File: src/rtl/icode_count_arbiter.sv
// icode_count_arbiter: round-robin arbiter for two increment lanes over a per-icode counter array.
// Define ICNT_SATURATE_EN to make counters saturate at all-ones instead of wrapping.
module icode_count_arbiter #(
  parameter int ICODESIZE = 4,
  parameter int COUNTBITS = 4
) (
  input  logic                 clock,
  input  logic                 reset,
  input  logic                 req0_valid,
  input  logic [ICODESIZE-1:0] req0_icode,
  output logic                 req0_ready,
  input  logic                 req1_valid,
  input  logic [ICODESIZE-1:0] req1_icode,
  output logic                 req1_ready,
  input  logic                 rd_valid,
  input  logic [ICODESIZE-1:0] rd_icode,
  output logic [COUNTBITS-1:0] rd_data,
  output logic                 rd_data_valid,
  input  logic                 clr_start,
  output logic                 busy
);
  localparam int DEPTH = 1 << ICODESIZE;
  typedef enum logic {CLEAR, RUN} state_t;
  state_t               r_state;
  logic [ICODESIZE-1:0] r_clr_addr;
  logic [ICODESIZE-1:0] r_upd_icode;
  logic                 r_upd_valid;
  logic                 r_ptr;
  logic [COUNTBITS-1:0] r_mem [DEPTH];
  logic                 w_open;
  logic                 w_acc;
  logic [ICODESIZE-1:0] w_acc_icode;
  logic [COUNTBITS-1:0] w_cur;
  logic [COUNTBITS-1:0] w_inc;
  assign w_open      = r_state == RUN && !clr_start;
  assign req0_ready  = w_open && req0_valid && (!req1_valid || !r_ptr);
  assign req1_ready  = w_open && req1_valid && (!req0_valid || r_ptr);
  assign w_acc       = req0_ready || req1_ready;
  assign w_acc_icode = req1_ready ? req1_icode : req0_icode;
  assign busy        = r_state == CLEAR;
  // The array is read after the previous write-back, so back-to-back hits on one icode stay coherent.
  assign w_cur = r_mem[r_upd_icode];
`ifdef ICNT_SATURATE_EN
  assign w_inc = &w_cur ? w_cur : w_cur + 1'b1;
`else
  assign w_inc = w_cur + 1'b1;
`endif
  always_ff @(posedge clock or negedge reset) begin
    if (!reset) begin
      r_state       <= CLEAR;
      r_clr_addr    <= '0;
      r_upd_valid   <= 1'b0;
      r_upd_icode   <= '0;
      r_ptr         <= 1'b0;
      rd_data       <= '0;
      rd_data_valid <= 1'b0;
    end else begin
      rd_data_valid <= r_state == RUN && rd_valid;
      if (r_state == RUN && rd_valid)
        rd_data <= (r_upd_valid && r_upd_icode == rd_icode) ? w_inc : r_mem[rd_icode];
      if (r_state == CLEAR) begin
        r_clr_addr <= r_clr_addr + 1'b1;
        if (&r_clr_addr) r_state <= RUN;
      end else if (clr_start) begin
        r_state    <= CLEAR;
        r_clr_addr <= '0;
      end
      r_upd_valid <= w_acc;
      if (w_acc) r_upd_icode <= w_acc_icode;
      if (w_acc && req0_valid && req1_valid) r_ptr <= !r_ptr;
    end
  end
  // A clear request drops the pending write-back.
  always_ff @(posedge clock) begin
    if (r_state == CLEAR) r_mem[r_clr_addr] <= '0;
    else if (r_upd_valid && !clr_start) r_mem[r_upd_icode] <= w_inc;
  end
endmodule

File: config.mk
export PLATFORM = sky130hd
export DESIGN_NAME = icode_count_arbiter
export DESIGN_NICKNAME = d
export VERILOG_FILES = /design/src/rtl/icode_count_arbiter.sv
export SDC_FILE = /design/constraint.sdc
export NUM_CORES = 1
export LEC_CHECK = 0
export CAP_MARGIN = 20
export CORE_UTILIZATION = 35
export CTS_CLUSTER_SIZE = 28
export DETAILED_ROUTE_END_ITERATION = 8
export HOLD_SLACK_MARGIN = 0.06
export PLACE_DENSITY = 0.59
export SLEW_MARGIN = 20
export SYNTH_ARGS = -nofsm -noshare
export SYNTH_HDL_FRONTEND = slang
export SYNTH_SLANG_ARGS = --single-unit
File: constraint.sdc
create_clock -name clock -period 2.2 [get_ports clock]
set_input_delay 0.33 -clock clock [delete_from_list [all_inputs] [get_ports clock]]
set_output_delay 0.33 -clock clock [all_outputs]
set_load 0.01 [all_outputs]
## Word level (Yosys, flattened, before mapping)

Memory sizes are Yosys's and may differ from the RTL's.
Cells that the tools add are included.

- $add $sub $neg: 2
- Equality and inequality tests: 2
- Multiplexer cells: 14
- Bitwise gates (word level): 1
- Reductions and logical operators: 19

Operators by type and width:

| cell | number |
|---|---|
| 2-to-1 mux 4 bit | 6 |
| logical AND 1 bit | 10 |
| adder 4 x 1 -> 4 bit (second input constant) | 2 |
| 2-to-1 mux 1 bit | 8 |
| equality test 4 bit | 1 |
| logical NOT 1 bit | 4 |
| AND reduction 4 bit | 1 |
| OR reduction 4 bit | 1 |
| logical OR 1 bit | 3 |
| != test 2 bit (second input constant) | 1 |
| NOT 1 bit | 1 |

- Flip-flop bits (word level): 16
- RAM bits: 64
- Input port bits: 18
- Output and inout port bits: 8
- Logic and storage cells: 46
- Memories: 1

Memories:

| name | depth | bits a word | rd ports | clocked after Yosys merged registers in | wr ports | line | RTL |
|---|---|---|---|---|---|---|---|
| r_mem | 16 | 4 | 2 | 0 | 1 | 29 | `logic [COUNTBITS-1:0] r_mem [DEPTH];` |

## Longest topological paths before layout

- Word-level depth: 7
- Depth in mapped cells: 10
- Gate-level depth less buffers: 8

## Worst setup path before layout

No wires, ideal clock.

- Kind: register -> register
- From: register r_upd_icode[0]
- To: memory r_mem[0][3] (data pin)
- Library setup time: 0.277 ns
- Arrival: 2.180 ns
- Path slack: -0.256 ns
- Stages on the path, launching flop included: 7
- Path buffers: 2
- Period minus slack after synthesis: 2.456 ns
- Cell sequence: dfrtp_1 buf_6 buf_12 mux4_1 mux4_2 xor2_1 nor2_1

- Cells in the longest elaborated chain, start to end: 3

Ends and longest elaborated chain:

| element | line | RTL |
|---|---|---|
| start: declaration | 26 | `logic [ICODESIZE-1:0] r_upd_icode;` |
| start signal: assignment | 69 | `if (w_acc) r_upd_icode <= w_acc_icode;` |
| memory (16 x 4 bit) | -- |  |
| adder 4 x 1 -> 4 bit | 46 | `assign w_inc = w_cur + 1'b1;` |
| 2-to-1 mux 4 bit (no source line) | -- |  |
| end: declaration | 29 |  |

Every way passes these cells.

## Worst setup path after layout

- From: register r_upd_icode[0]
- To: memory r_mem[1][3] (data pin)

The elaborated chain is that of the path after synthesis.

==> results.toml <==
[status]
status = "finished, violations left"
violations = "negative setup slack"

[global_routing]
met1_usage = 0.2653
busiest_layer = "met2"
grt_usage = 0.1913
antenna_found_initial = 0
grtUsageMet3 = 0.04184
gr-usage-met2 = 0.2939
grt_max_degree = 17
grt_pass1_vias = 2735
grt-ovfl-total = 0
grt_pass1_wl_mm = 15.72

[synthesis]
ys_ff_latch = 80
syn-instance-count = 261
synth_top_area_frac = 0.4824
synth_edf_count = 64
synth_top_cell_by_area = "edfxtp_1"
syn-num-nets = 281
yosysMostFrequentCell = "edfxtp_1"
ys_top_cells_by_count = "edfxtp_1, nor2_1, mux4_2"
synthArstFlopShare = 0.2000
syn_area_per_cell_um2 = 15.26
synth.distinct_cells = 37
synth_ff_type = "edfxtp_1"
yosysWarningCount = 0
seq_area_frac_synth = 0.5829
ys_top_cells_by_area = "edfxtp_1, mux4_2, dfrtp_1"
netlist_area_um2 = 3984

[clock_tree]
hold_buffers = 0
clock-root-buffer = "clkbuf_16"
ctsLongestPathBuffers = 2
cts_buffers = 9
cts.clk_slew.worst_paths_ns = 0.07
insertion_delay_ns = 0.35
cts_tree = "yes"
cts_sinks = 80
htree_levels = 3

[sta]
finalCriticalPeriod_ns = 2.399
setup_violations = 61
clock_skew_ns = 0.01140
setup_ws_ns = -0.1990
slew_headroom = 0.4820
final-hold-violation-count = 0
rsz0062_at_grt = "yes"
worst_slew_pin_slew_ns = 0.7745
drv_slew = 0
fmax_ghz = 0.4168
period_share = 1.090

[drt]
wl_per_cell_um = 21.13
drcViolationCount = 0
drtIter0Drc = 238
drt_wl_total_mm = 10.16
postRouteAntennaNets = 0
vias_per_cell = 5.372
firstDrtPassIters = 4
via_count = 2584

[die]
die_x_um = 108.7
dieArea_um2 = 11810
core_um2 = 10980
die_h_um = 108.7
start_util = 0.3627
num_rows = 38
boundaryPins = 26

[critical_path]
cp_slowest_stage_delay_ns = 0.41
crit_arrival_ns = 2.50
reg2reg_depth = 10
path_class = "reg -> reg"
crit_slowest_cell = "dfrtp_1"
end_kind = "register"
crit_start = "r_upd_icode[0]$_DFFE_PN0P_"
critPathLaunchType = "register"
endpoint = "r_mem[1][3]$_DFFE_PP_"
r2r-start = "r_upd_icode[0]$_DFFE_PN0P_"
r2r-end = "r_mem[1][3]$_DFFE_PP_"
cp_cell_sequence = "buf_6 > mux2i_1 > a221oi_2 > nor2_1 > o21ai_2 > buf_4 > nand3_2 > xor2_4 > nor2_4 > buf_12"
r2r_slack_ns = -0.20
crit_required_ns = 2.30
crit_fanout = 16

[power_and_ir_drop]
powerDensity_nw_per_um2 = 1305
ir_drop_mv = 0.8223
p_leak_nw = 1.921

[finish]
nFillCells = 973
finalNonFillerCells = 481
drive_gt1_frac = 0.3636
n_antenna_cell = 0
area_growth_pct = 31.09
final_nets = 357

[flow_run]
cap_violations = 0

[placed_design]
numPortBuffers = 25
place.gp.congestion = 0.8519
dp_cells = 459
dp_hpwl_mm = 7.291
place_ws_ns = -0.3614

[min_path]
min_path_type = "in -> async"
-- worst min-delay path by stage --
stage	from	endpoint	slack, ns	cells after the start
floorplan	reset	r_clr_addr[0]$_DFFE_PN0P_	0.03	0
global placement	rd_data[0]$_DFFE_PN0P_	rd_data[0]$_DFFE_PN0P_	0.47	2
detailed placement	rd_data[1]$_DFFE_PN0P_	rd_data[1]$_DFFE_PN0P_	0.48	2
CTS	reset	r_upd_icode[0]$_DFFE_PN0P_	0.46	1
global route	reset	r_upd_icode[0]$_DFFE_PN0P_	0.51	1
finish	reset	r_upd_icode[0]$_DFFE_PN0P_	0.44	1
-- power breakdown --
part	leakage [nW]	switching [mW]	total (mW)	internal [mW]
Combinational	0.968	1.49	3.10	1.61
Clock	0.142	0.610	1.49	0.879
Sequential	0.810	0.238	2.22	1.98
Total	1.92	2.34	6.81	4.47
-- routing by layer --
layer | share of wire | up-vias
li1 | - | 1177
met1 | 0.44 | 1299
met2 | 0.47 | 94
met3 | 0.075 | 14
met4 | 0.019 | 0
met5 | 0 | -
-- layout make-up --
| class | count | area [um^2] | area share |
|---|---|---|---|
| multi-input combinational | 160 | 1652 | 0.3162 |
| timing repair buffer | 78 | 749.5 | 0.1435 |
| clock inverter | 6 | 68.82 | 0.01318 |
| inverter | 8 | 30.03 | 0.005750 |
| sequential | 80 | 2322 | 0.4447 |
| tap | 140 | 175.2 | 0.03354 |
| clock buffer | 9 | 225.2 | 0.04312 |
-- kinds of logic after synthesis --
group                      count (synthesis)  share of synthesized area
DFF                                       80                     0.5829
and+or+nand+nor                           62                    0.06816
muxes                                     50                     0.2346
AOI/OAI and AO/OA                         36                    0.05779
buffers and inverters                     22                    0.03046
xor gates and xnor gates                   9                    0.01979
adders and majority gates                  2                   0.006280
-- critical path: cells and delay by family, from the launching register on --
kind	cells	cell delay, ns
flops	1	0.41
mux	1	0.17
simple gates	3	0.28
xor+xnor	1	0.24
buf+inv	3	0.46
compound gates	2	0.57
-- through the flow --
step           utilization  hold WS [ns]  area, um^2  power (mW)  setup TNS (ns)
2_1_floorplan            -       0.03441        3999       3.675               0
3_3_place_gp        0.4322        0.4694        4747       4.668          -23.90
3_5_place_dp        0.4322        0.4825        4747       4.696          -27.68
4_1_cts             0.4689        0.4572        5150       6.534          -7.986
5_1_grt             0.4755        0.5083        5223       7.170          -15.58
6_report            0.4755        0.4378        5223       6.815          -7.457
-- cells in the final DEF (no fill, tap or decap), types with 2 or more instances in the layout --
master            n
a22oi_1           3
o21ai_2           3
a21oi_1           3
nor2_1           23
a22oi_2           2
a211oi_1          2
nor2_2            2
nand2_1          19
mux2_2            3
clkdlybuf4s50_1  24
nor2_4            3
xor2_1            3
clkbuf_16         9
and3_4            2
buf_6             4
xnor2_1           4
mux4_2           30
nand3_1           3
inv_6             2
a31oi_1           3
a221oi_2          3
mux2i_1          15
o21ai_0          10
buf_12            7
edfxtp_1         64
buf_4            42
nor3_1            2
dfrtp_1          16
inv_1             8
nor2b_1           3
nor3b_1           2
-- flip-flops by register name, summed over array words and instances (netlist names) --
signal and count:
r_upd_icode 4, r_upd_valid 1, r_clr_addr 4, rd_data 4, rd_data_valid 1, r_ptr 1
r_state 1, r_mem 64
-- what timing repair did --
item | 4_1_cts | 5_1_grt
gates cloned | 1 | 0
endpoints found under the setup margin | 68 | 81
pin swaps | 4 | 6
resized for setup | 17 | 16
buffers inserted | 4 | 3
No activity file was read; power rests on OpenSTA's default activity.
